[src/rtl/mux_arb_pkg.sv]
// mux_arb_pkg: arbiter state encoding and default channel geometry.
//   state_t : IDLE (no grant) / BUSY (grant held on grant_idx)
//   DEF_N   : default number of requesters
//   DEF_W   : default data width per requester
package mux_arb_pkg;

    typedef enum logic {IDLE = 1'b0, BUSY = 1'b1} state_t;

    localparam int DEF_N = 4;
    localparam int DEF_W = 8;

endpackage

[src/rtl/rr_pick.sv]
// rr_pick: rotate-priority search, first set bit of req at or above start, wrapping modulo N.
//   req   : candidate request mask
//   start : index where the search begins
//   found : some bit of req is set
//   idx   : winning index (equals start when nothing is found)
module rr_pick
    import mux_arb_pkg::*;
#(
    parameter int N = DEF_N
) (
    input  logic [N-1:0]         req,
    input  logic [$clog2(N)-1:0] start,
    output logic                 found,
    output logic [$clog2(N)-1:0] idx
);

    localparam int IW = $clog2(N);

    // Walk offsets from the far end down so the nearest offset is written last and wins;
    // N is a power of two, so the IW-bit add wraps modulo N for free.
    always_comb begin
        found = 1'b0;
        idx   = start;
        for (int i = N - 1; i >= 0; i--) begin
            if (req[start + IW'(i)]) begin
                found = 1'b1;
                idx   = start + IW'(i);
            end
        end
    end

endmodule

[src/rtl/mux_rr_arbiter.sv]
// mux_rr_arbiter: round-robin N:1 valid/ready multiplexer onto one shared channel.
//   clk, rst   : clock, asynchronous active-high reset
//   req_valid  : per-requester valid (N)
//   req_data   : packed requester data, lane i at [i*W +: W]
//   req_ready  : per-requester ready, one-hot or zero
//   out_valid  : shared-channel valid, high while a grant is held
//   out_data   : data of the granted requester, zero while idle
//   out_ready  : downstream ready
//   grant_idx  : current or last granted requester
module mux_rr_arbiter
    import mux_arb_pkg::*;
#(
    parameter int N = DEF_N,
    parameter int W = DEF_W
) (
    input  logic                 clk,
    input  logic                 rst,
    input  logic [N-1:0]         req_valid,
    input  logic [N*W-1:0]       req_data,
    output logic [N-1:0]         req_ready,
    output logic                 out_valid,
    output logic [W-1:0]         out_data,
    input  logic                 out_ready,
    output logic [$clog2(N)-1:0] grant_idx
);

    localparam int IW = $clog2(N);

    state_t          r_state;
    state_t          w_nstate;
    logic [IW-1:0]   r_ptr;
    logic [IW-1:0]   w_nptr;
    logic [IW-1:0]   r_grant;
    logic [IW-1:0]   w_ngrant;
    logic            w_busy;
    logic            w_xfer;
    logic [N-1:0]    w_onehot;
    logic [N-1:0]    w_mask;
    logic [IW-1:0]   w_start;
    logic            w_found;
    logic [IW-1:0]   w_idx;

    assign w_busy   = (r_state == BUSY);
    assign w_xfer   = w_busy && out_ready;
    assign w_onehot = N'(1) << r_grant;

    // On a transfer the search restarts just past the granted requester with its bit masked,
    // so the next grant can issue in the same cycle without regranting the one just served.
    assign w_mask  = w_xfer ? (req_valid & ~w_onehot) : req_valid;
    assign w_start = w_xfer ? r_grant + IW'(1) : r_ptr;

    rr_pick #(.N(N)) u_pick (
        .req   (w_mask),
        .start (w_start),
        .found (w_found),
        .idx   (w_idx)
    );

    always_ff @(posedge clk or posedge rst) begin
        if (rst) begin
            r_state <= IDLE;
            r_ptr   <= '0;
            r_grant <= '0;
        end else begin
            r_state <= w_nstate;
            r_ptr   <= w_nptr;
            r_grant <= w_ngrant;
        end
    end

    // A held grant (busy, no ready) keeps everything; only idle or a transfer re-arbitrates.
    always_comb begin
        w_nstate = r_state;
        w_nptr   = r_ptr;
        w_ngrant = r_grant;
        if (w_xfer) begin
            w_nptr   = w_start;
            w_nstate = IDLE;
        end
        if ((!w_busy || w_xfer) && w_found) begin
            w_nstate = BUSY;
            w_ngrant = w_idx;
        end
    end

    assign out_valid = w_busy;
    assign out_data  = w_busy ? req_data[W*int'(r_grant) +: W] : W'(0);
    assign req_ready = w_xfer ? w_onehot : '0;
    assign grant_idx = r_grant;

endmodule

[config.mk]
export PLATFORM = sky130hd
export DESIGN_NAME = mux_rr_arbiter
export DESIGN_NICKNAME = d
export VERILOG_FILES = /design/src/rtl/mux_arb_pkg.sv /design/src/rtl/rr_pick.sv /design/src/rtl/mux_rr_arbiter.sv
export SDC_FILE = /design/constraint.sdc
export NUM_CORES = 1
export LEC_CHECK = 0
export BUFFER_PORTS_ARGS = -buffer_cell sky130_fd_sc_hd__buf_2
export CELL_PAD_IN_SITES_DETAIL_PLACEMENT = 0
export CELL_PAD_IN_SITES_GLOBAL_PLACEMENT = 1
export CORE_ASPECT_RATIO = 1.25
export CORE_MARGIN = 2
export CORE_UTILIZATION = 30
export DETAILED_ROUTE_END_ITERATION = 10
export PLACE_DENSITY = 0.83
export RECOVER_POWER = 50
export SLEW_MARGIN = 25
export SYNTH_ARGS = -nofsm -noshare
export SYNTH_HDL_FRONTEND = slang
export SYNTH_SLANG_ARGS = --single-unit
[constraint.sdc]
create_clock -name clk -period 5.5 [get_ports clk]
set_clock_uncertainty 0.1 [all_clocks]
set_input_delay 1.1 -clock clk [delete_from_list [all_inputs] [get_ports clk]]
set_output_delay 1.1 -clock clk [all_outputs]
set_load 0.01 [all_outputs]
==> results.txt, run 1 <==
The flow ran to the end, and the final reports show no timing, DRC or antenna violations. The total I/O pin count is 54. A synthesized cell averages 10.2 µm². The proportion of total power due to net switching came out at 43.1%. The global placement routability congestion came out at 0.772. The clock sink count is 5. The multi-input gate area in the final layout is 508 µm². Hold repair after CTS inserted 0 buffers. The wire length after detailed routing is 1910 µm. The longest clock path from root to sink contains 2 buffers. The total number of vias came out at 788.

Setup violations remaining at the end of the flow were counted as 0. Once routing completed, OpenROAD measured the worst setup slack at 2370 ps. The path class of the tightest hold or removal check is reg -> reg. Detailed routing placed a total of 137 µm of wire on met3. After clock tree synthesis, the setup repair step added 0 buffers. Clock-pin slew was measured on the worst setup and hold paths at 40 ps. Ranked by instance count, the synthesized netlist is headed by 10 x inv_1, 9 x and2_1, 8 x mux4_2.

The endpoint type of the worst setup path is an output pin. The post-cts repair resize count is 0. The number of nets in the layout is 168. In this run the number of H-tree levels came out at 1.

Dividing total power by cell area gives a power density of 419 mW/mm². The first detailed-routing pass ran for 5 iterations. The adder-cell share of the synthesized area came out at 6.80%. The path depth of the worst reg2reg path is 7. The number of antenna violations at the first check in global routing is 0. Using the TritonRoute via totals, the vias-per-cell ratio works out to 5.02.

The capturing point of the worst reg2reg path is grant_idx[0]. The setup slack after placement came out at 2360 ps. The met2 layer wire length in the routed design is 998 µm.

The fraction of power consumed by sequential logic came out at 22.6%. The setup total negative slack is 0 ps. The sequential cell area is 125 µm².

The post-synthesis xor/xnor area fraction is 0%. Across every metal layer, demand over resource in global routing totals 13.7%. Setup repair after global routing left no endpoint under its margin. TritonCTS built the clock tree. The number of pins exceeding their max-slew limit in the final report was 0. In this run the core area contains 20 standard-cell rows.

The portion of total power attributed to the clock network is 10.3%. The overall power after layout came out at 420 µW. STA classifies the critical path startpoint as an input port. The first global-routing pass estimated 2860 µm of wire. The synthesized-area fraction occupied by ao, oa, aoi and oai cells is 19.7%.

The detail route stage leaves a number of antenna-violating nets equal to 0. The finished cells cover 0.00100 mm². The critical path is of the in -> out type. The highest layer touched by signal routing is met4. The worst-margin pin slew is 661 ps. The number of fillers in the final layout is 242. The clock latency on the worst-skew pair is 250 ps.

The startpoint identified for the worst register-to-register timing path is grant_idx[0]. The count of cell types in the netlist is 31. Summing all placed instances gives a cell area of 0.00101 mm².

mux4_2 takes more of the synthesized area than any other cell. The peak supply drop came out at 187 µV. The hold path depth came out at 3. Following the worst setup path forward leads to its endpoint at out_data[7].

The area inside the core boundary is 0.00238 mm². The number of failing hold endpoints at the final stage came to 0. The fraction of layout instances using a drive strength above 1 came out at 55.6%. The DRC violation count after routing came out at 0. The internal power component is 239 µW. Entering global routing, the biggest net connects 20 pins.

The number of clock buffers inserted by TritonCTS came out at 3. The number of enable-type register cells in the synthesized netlist came out at 0. The post-synthesis instance area is 736 µm².

In this run the clock root is driven by a clkbuf_4. The synthesized netlist cell count came out at 72. The routed metal-1 wire length came out at 742 µm.

The height of the die is 59.4 µm. For this run, the leading register cell type out of synthesis is dfrtp_1. The via count of the first global-routing pass is 707. For this run, the top clock speed supported by timing is 319 MHz. The proportion of power drawn by combinational gates is 67.1%. By area, the combinational part of the netlist is dominated by multiplexers.

The largest driver fanout on the critical path came out at 1. When the netlist entered floorplanning its net count stood at 115. Summed over all cells, the static leakage comes to 0.521 nW. The number of antenna diodes came out at 0. The number of synthesis warnings is 0. The post-synthesis share of cell area spent on and, or, nand and nor gates is 18.5%. In this run the tightest slew margin relative to its limit is 55.9%. Data on the critical path is required at its endpoint by 4300 ps. The multiplexer fraction of the synthesized cell area is 27.6%. The HPWL after detailed placement came out at 1530 µm. Across all hold checks on the routed design, the worst slack comes to 609 ps. The post-route fraction of the period consumed by the critical path is 57.0%.

The sequential cell area fraction in the yosys report is 17.0%. The routed design could run at a clock period as short as 3130 ps. The data arrival time of the critical path is 1930 ps. From synthesis to final layout, the design area changed by 36.2%.

For this block, the initial DRC count from the detailed router was 17. By instance count, the leading cell after synthesis is inv_1. After synthesis, the cell types taking the most area are mux4_2 24%, dfrtp_1 17%, and2_1 7.7%. The area share of the leading cell type in the synthesized netlist is 24.5%.

The count of state elements after synthesis came out at 5. Summed over all layers, the global routing overflow is 0. The starting utilization of the core area is 30.9%. The width of the die came out at 48.3 µm. The routed wire length per instance is 12.2 µm. The max-cap check violation count came out at 0. Buffers placed on the I/O ports in this run total 53. The share of async-settable or async-resettable flops after synthesis came out at 100%.

The reg-to-reg setup timing slack is 2900 ps. In this run the worst setup path begins at req_data[31]. The net switching power came out at 181 µW. The area enclosed by the die boundary came out at 0.00287 mm².
metrics by stage:
stage	instances	utilization [%]
4_1_cts	157	43.5
6_report	157	42.2
5_1_grt	157	42.2
3_5_place_dp	153	42.4
3_3_place_gp	153	42.4
2_1_floorplan	72	-
flip-flops by register name (all words and copies together) (netlist names):
register,count
r_ptr,2
grant_idx,2
out_valid,1
critical path, stage by stage:
cell and delay [ps]:
buf_2 100, mux4_2 440, and2_1 160, buf_2 130
per-layer routing:
metal	vias up	global-route usage [%]
met5	-	0
met4	0	6.95
met3	5	1.83
met2	47	23.5
met1	364	15.8
li1	372	-
power groups by stage:
stage,Combinational [mW],Clock (mW),Sequential (mW)
2_1_floorplan,0.251,0,0.0657
3_3_place_gp,0.300,0,0.0966
3_5_place_dp,0.302,0,0.0974
4_1_cts,0.305,0.0445,0.0969
5_1_grt,0.321,0.0443,0.103
6_report,0.282,0.0433,0.0949
area by class of cell:
| class | instances | area share, % |
|---|---|---|
| multi-input cells | 51 | 50.7 |
| repair buffers | 53 | 26.0 |
| flip-flops and latches | 5 | 12.5 |
| inverters | 11 | 4.12 |
| well taps | 33 | 4.12 |
| clock buffers | 4 | 2.62 |
how the worst min path moves through the flow:
| stage | from | endpoint |
|---|---|---|
| final | r_ptr[0] | r_ptr[0] |
| after global routing | rst | grant_idx[0] |
| after global placement | r_ptr[0] | r_ptr[0] |
| after detailed placement | r_ptr[0] | r_ptr[0] |
| after CTS | r_ptr[0] | r_ptr[0] |
| after floorplan | r_ptr[0] | r_ptr[0] |
cell families (layout without fill, tap and decap cells):
group | count (synthesis) | count (layout)
simple gates | 20 | 20
compound gates | 17 | 17
fa+ha+maj | 4 | 4
buf+inv | 16 | 68
flops | 5 | 5
mux | 10 | 10
layout by cell type, fill, tap and decap left out, types with 2 or more instances in the layout:
cell	Yosys	routed
o211ai_1	2	2
clkbuf_4	0	3
mux2_2	2	2
mux4_2	8	8
dfrtp_1	5	5
nand3_1	3	3
buf_2	1	49
nand2_1	4	4
clkbuf_1	2	5
inv_1	10	10
ha_1	4	4
o22ai_1	2	2
and2_1	9	9
(Power assumes the default switching activity.)
==> inputs of run 2 (changes only) <==
- CORE_UTILIZATION: 30 -> 25
- PLACE_DENSITY: 0.83 -> 0.74
- clock period: 5.5 -> 2.7 ns (I/O delays scaled with it)
==> results.txt, run 2 (synthesized netlist as in run 1, its figures left out) <==
TritonCTS built the clock tree. The power density normalized to cell area came out at 868 mW/mm². The worst-margin pin slew came out at 638 ps. The leakage power figure is 0.532 nW. Headroom to the max-slew limit came out at 57.5%. The clock sink count came out at 5. In this run the vertical extent of the chip is 64.7 µm.

The largest driver fanout on the critical path came out at 14. The vias per cell came out at 4.88. Routability-driven placement finished with a final weighted congestion of 0.740.

The peak supply drop came out at 284 µV. Among all stages on the critical path, the largest delay is contributed by dfrtp_1. The area inside the core boundary came out at 0.00286 mm². The pin count of the biggest net entering global routing came out at 20. The number of setup buffers added after CTS is 0. The total routing resource utilization after global routing is 12.8%.

The HPWL after detailed placement is 1740 µm. The number of buffers between clock root and the deepest sink came out at 2. The clock period minus worst slack is 2520 ps.

Setup repair after global routing left no endpoint under its margin. In this run, the number of DRC markers left after iteration 0 of detailed routing was 14. The setup slack after placement came out at 321 ps. Leaving out fill and tap cells, the most frequent cell in the layout is buf_2.

The endpoint type of the worst setup path is an output pin. The setup total negative slack is 0 ps. The overall power after layout is 896 µW. STA classifies the critical path startpoint as a flip-flop. The clock latency on the worst-skew pair came out at 250 ps. The final route contains 785 vias.

The clock transition time at the flip-flop clock pins of the worst setup and hold paths is 40 ps. The data required time of the critical path is 2060 ps. The worst setup path is of the reg -> out kind.

The data arrival time of the critical path is 1880 ps. The post-cts repair resize count is 0. The worst path uses 93.2% of the clock period. The number of search-and-repair iterations in the first detailed-routing pass came out at 5.

The area enclosed by the die boundary came out at 0.00340 mm². The repair_antennas step left the layout with diodes totalling 0. The number of pins exceeding their max-slew limit in the final report is 0. The worst hold-check path type is in -> async. The signal on the critical path passes through mux4_2 > and2_1 > buf_2.

The flow ran to the end, and the final reports show no timing, DRC or antenna violations. The number of antenna violations at the first check in global routing was 0. The post-route antenna net violation count came out at 0. The number of nets in the layout came out at 169. The number of placed instances with taps included is 157. The final global-route overflow total came out at 0. The number of clock buffers inserted by TritonCTS came out at 3. After layout, the worst setup slack is 183 ps. The maximum level of the CTS H-tree came out at 1.

The count of placed standard cells in the final layout, fillers left out came out at 161. The final number of setup-violating endpoints came out at 0. The total I/O pin count is 54. The top cell types in the final layout, fill and taps aside, are 50 x buf_2, 11 x inv_1, 9 x and2_1. The DRC violation count after routing is 0. The final hold slack is 74.3 ps. The first-pass GRT wire length came out at 3300 µm. The wire length after detailed routing is 2080 µm.

The max-cap check violation count is 0. In this run the horizontal extent of the chip is 52.5 µm. The number of failing hold endpoints at the final stage is 0.

The starting utilization of the core area is 25.7%. The quantity of hold-fixing buffers added after cts is 0. The number of placement rows is 22. The growth of design area from synthesis to finish is 40.3%. The via count of the first global-routing pass came out at 819. The largest single stage delay on the critical path is 740 ps. The fraction of layout instances using a drive strength above 1 is 56.8%. The maximum clock frequency came out at 397 MHz. The cell at the root of the clock tree is clkbuf_4. The routed wire length per instance came out at 12.9 µm. Input and output buffers added on the ports amount to 53.
-- run 2: layout make-up --
| class | instances | area (µm²) |
|---|---|---|
| Fill cell | 316 | 1830 |
| Multi-Input combinational cell | 51 | 529 |
| Sequential cell | 5 | 125 |
| Tap cell | 36 | 45.0 |
| Timing Repair Buffer | 54 | 265 |
| Clock buffer | 4 | 26.3 |
| Inverter | 11 | 41.3 |
-- run 2: worst paths after layout --
check | slack [ps] | startpoint | end | cells after the start
hold reg to reg | 530 | grant_idx[1] | grant_idx[1] | 1
hold / removal | 70 | rst | r_ptr[1] | 2
max in group asynchronous | 2270 | rst | r_ptr[0] | 2
min in group clk | 530 | grant_idx[1] | grant_idx[1] | 1
setup / recovery | 180 | grant_idx[0] | out_data[7] | 3
setup reg to reg | 360 | grant_idx[0] | grant_idx[0] | 7
-- run 2: report_power, final --
part,total [mW],switching [mW],internal [mW]
registers,0.172,0.0672,0.105
clock network,0.0874,0.0314,0.0559
logic,0.637,0.290,0.347
-- run 2: worst max-delay path: cells and delay by family (launching register included) --
family        cells  cell delay (ps)
buf+inv           1              130
flops             1              740
mux               1              590
simple gates      1              160
-- run 2: stage by stage --
stage               util, %  instance area, µm²
finish                 36.1                1030
global route           36.1                1030
CTS                    36.5                1040
detailed placement     35.6                1020
global placement       35.6                1020
floorplan                 -                 736
-- run 2: layer usage --
layer / vias up / GRT usage [%] / wire (µm)
met5: - / 0 / 0
met4: 0 / 5.77 / 19
met3: 2 / 3.69 / 284
met2: 47 / 25.5 / 1110
met1: 362 / 11.0 / 666
li1: 374 / - / -
==> inputs of run 3 (changes only) <==
- CORE_UTILIZATION: 25 -> 28
- PLACE_DENSITY: 0.74 -> 0.78
- clock period: 2.7 -> 2.4 ns (I/O delays scaled with it)
==> results.txt, run 3 (synthesized netlist as in run 1, its figures left out) <==
The routed wire length per instance is 13.3 µm. In the global route stage, met3 resource usage came out at 1.46%. The via count of the first global-routing pass is 693. The global placement routability congestion is 0.759. The first global-routing pass estimated 2990 µm of wire. For this design, the CTS-stage hold fixing added 0 buffers.

The clock transition time at the flip-flop clock pins of the worst setup and hold paths came out at 50 ps. Cells with a size suffix above 1 make up 59.1% of the layout. For the pin with the worst max-slew slack, the measured transition is 540 ps. The kind of critical path is reg -> out.

Leaving out fill and tap cells, the most frequent cell in the layout is buf_2. The multi-input gate area in the final layout came out at 520 µm². In this run the power density over the cells is 1020 mW/mm².

The sequential cell area came out at 125 µm². The number of pins exceeding their max-slew limit in the final report came out at 0. Buffers added to address setup during post-CTS repair amount to 0. Entering global routing, the biggest net connects 20 pins. The remaining max-slew budget at the tightest pin came out at 64.0%. The peak per-stage delay on the critical path is 490 ps. The overall power after layout is 1.06 mW. The worst setup path is captured at an output pin. The placed cell area came out at 0.00103 mm².

The peak supply drop is 255 µV. The post-cts repair resize count is 0. For this run the aggregate overflow at the end of global routing stands at 0.

STA puts the critical path data required time at 1820 ps. The total routing resource utilization after global routing is 13.1%. The vias per cell is 4.94.

The final layout contains 171 nets. The slowest stage cell on the critical path is mux4_2. The count of nets left with antenna violations once routing finished came out at 0. Setup repair after global routing left no endpoint under its margin.

The die covers 0.00306 mm². After detailed routing, the number of remaining DRC violations is 0. The initial DRC count came out at 21. The number of antenna diodes in the final layout is 0. The growth of design area from synthesis to finish is 41.5%. The area inside the core boundary came out at 0.00248 mm². The number of fillers in the final layout is 261.

The signal on the critical path passes through buf_4 > mux4_2 > and2_1 > buf_2. The floorplan step set the die width to 49.8 µm. The clock period could shrink to 2200 ps.

The max-cap check violation count came out at 0. The HPWL after detailed placement is 1710 µm. The post-route worst setup slack came out at 204 ps. The critical path's top delay family is multiplexers.

Data arrives at the worst endpoint at 1620 ps. The leakage power figure came out at 0.550 nW. The first detailed-routing pass ran for 4 iterations. The met1 demand-to-capacity share in global routing is 13.4%. Summed over all failing endpoints, the final setup total negative slack is 0 ps. The height of the die is 61.3 µm. For this design, the sink count on the clock tree is 5.

In the layout the commonest cells are 52 x buf_2, 10 x inv_1, 9 x and2_1. The maximum level of the CTS H-tree came out at 1. The final number of setup-violating endpoints came out at 0. Based on the critical path, the design can be clocked at up to 455 MHz. The flow ran to the end, and the final reports show no timing, DRC or antenna violations. The worst hold-check path type is in -> async. The post-route fraction of the period consumed by the critical path came out at 91.5%. The clock tree from TritonCTS is built. In this run the deepest clock path goes through 2 buffers.

The number of I/O port buffers is 53. OpenSTA, run right after detailed placement, puts the worst setup slack at 362 ps. The total number of vias came out at 790.

The number of buffers and inverters on the critical path came out at 2. The clock latency on the worst-skew pair came out at 260 ps. The largest driver fanout on the critical path came out at 6. The number of failing hold endpoints at the final stage is 0. The global routing met2 resource utilization came out at 24.2%.

The total I/O pin count came out at 54. The number of placement rows is 20. In this run the clock root is driven by a clkbuf_4. After global routing, the most crowded layer is met2. Once the floorplan was initialized, standard cells occupied 29.7% of the core.

The number of antenna violations at the first check in global routing came out at 0. The wire length after detailed routing came out at 2130 µm. The final instance area is 0.00104 mm². The number of clock buffers inserted by TritonCTS is 3.

The type of element launching the critical path is a flip-flop.
-- run 3: cell count changes in the layout (fill, tap and decap cells not counted), sizes merged --
cell | previous run | this run
buf | 50 | 55
clkbuf | 8 | 5
-- run 3: worst reg2reg max path: stages (launching register included) --
cell and delay (ps):
dfrtp_1 510, inv_1 110, ha_1 280, and3_4 200
nor2_8 160, o2bb2ai_1 110, a222oi_1 350, mux2_2 220
-- run 3: worst paths after layout --
kind / from / slack, ps / endpoint / depth (start not counted)
setup reg to reg: grant_idx[1] / 310 / grant_idx[0] / 7
hold / removal: rst / 10 / r_ptr[1] / 2
min in group clk: req_valid[0] / 470 / out_valid / 3
setup / recovery: grant_idx[0] / 200 / out_data[4] / 4
max in group asynchronous: rst / 2000 / r_ptr[0] / 2
hold reg to reg: r_ptr[0] / 630 / r_ptr[0] / 3
-- run 3: power by group --
part           switching [mW]  internal, mW
registers              0.0417         0.118
clock network          0.0441        0.0635
logic                   0.370         0.420
-- run 3: per-layer routing --
metal / vias to the layer above / share of wire [%]
li1: 378 / -
met1: 376 / 36
met2: 28 / 56
met3: 8 / 4.8
met4: 0 / 3.6
met5: - / 0
-- run 3: area by class of cell --
type / instances / area share, %
Tap cell: 33 / 3.97
Sequential cell: 5 / 12.0
Clock buffer: 4 / 2.52
Multi-Input combinational cell: 51 / 50.0
Timing Repair Buffer: 56 / 27.5
Inverter: 11 / 3.97
-- run 3: through the flow --
step	hold slack, ps	util, %	std cells
floorplan	159	-	72
global placement	284	41.6	156
detailed placement	293	41.6	156
CTS	20.2	42.6	160
global route	35.7	42.0	160
finish	12.8	42.0	160
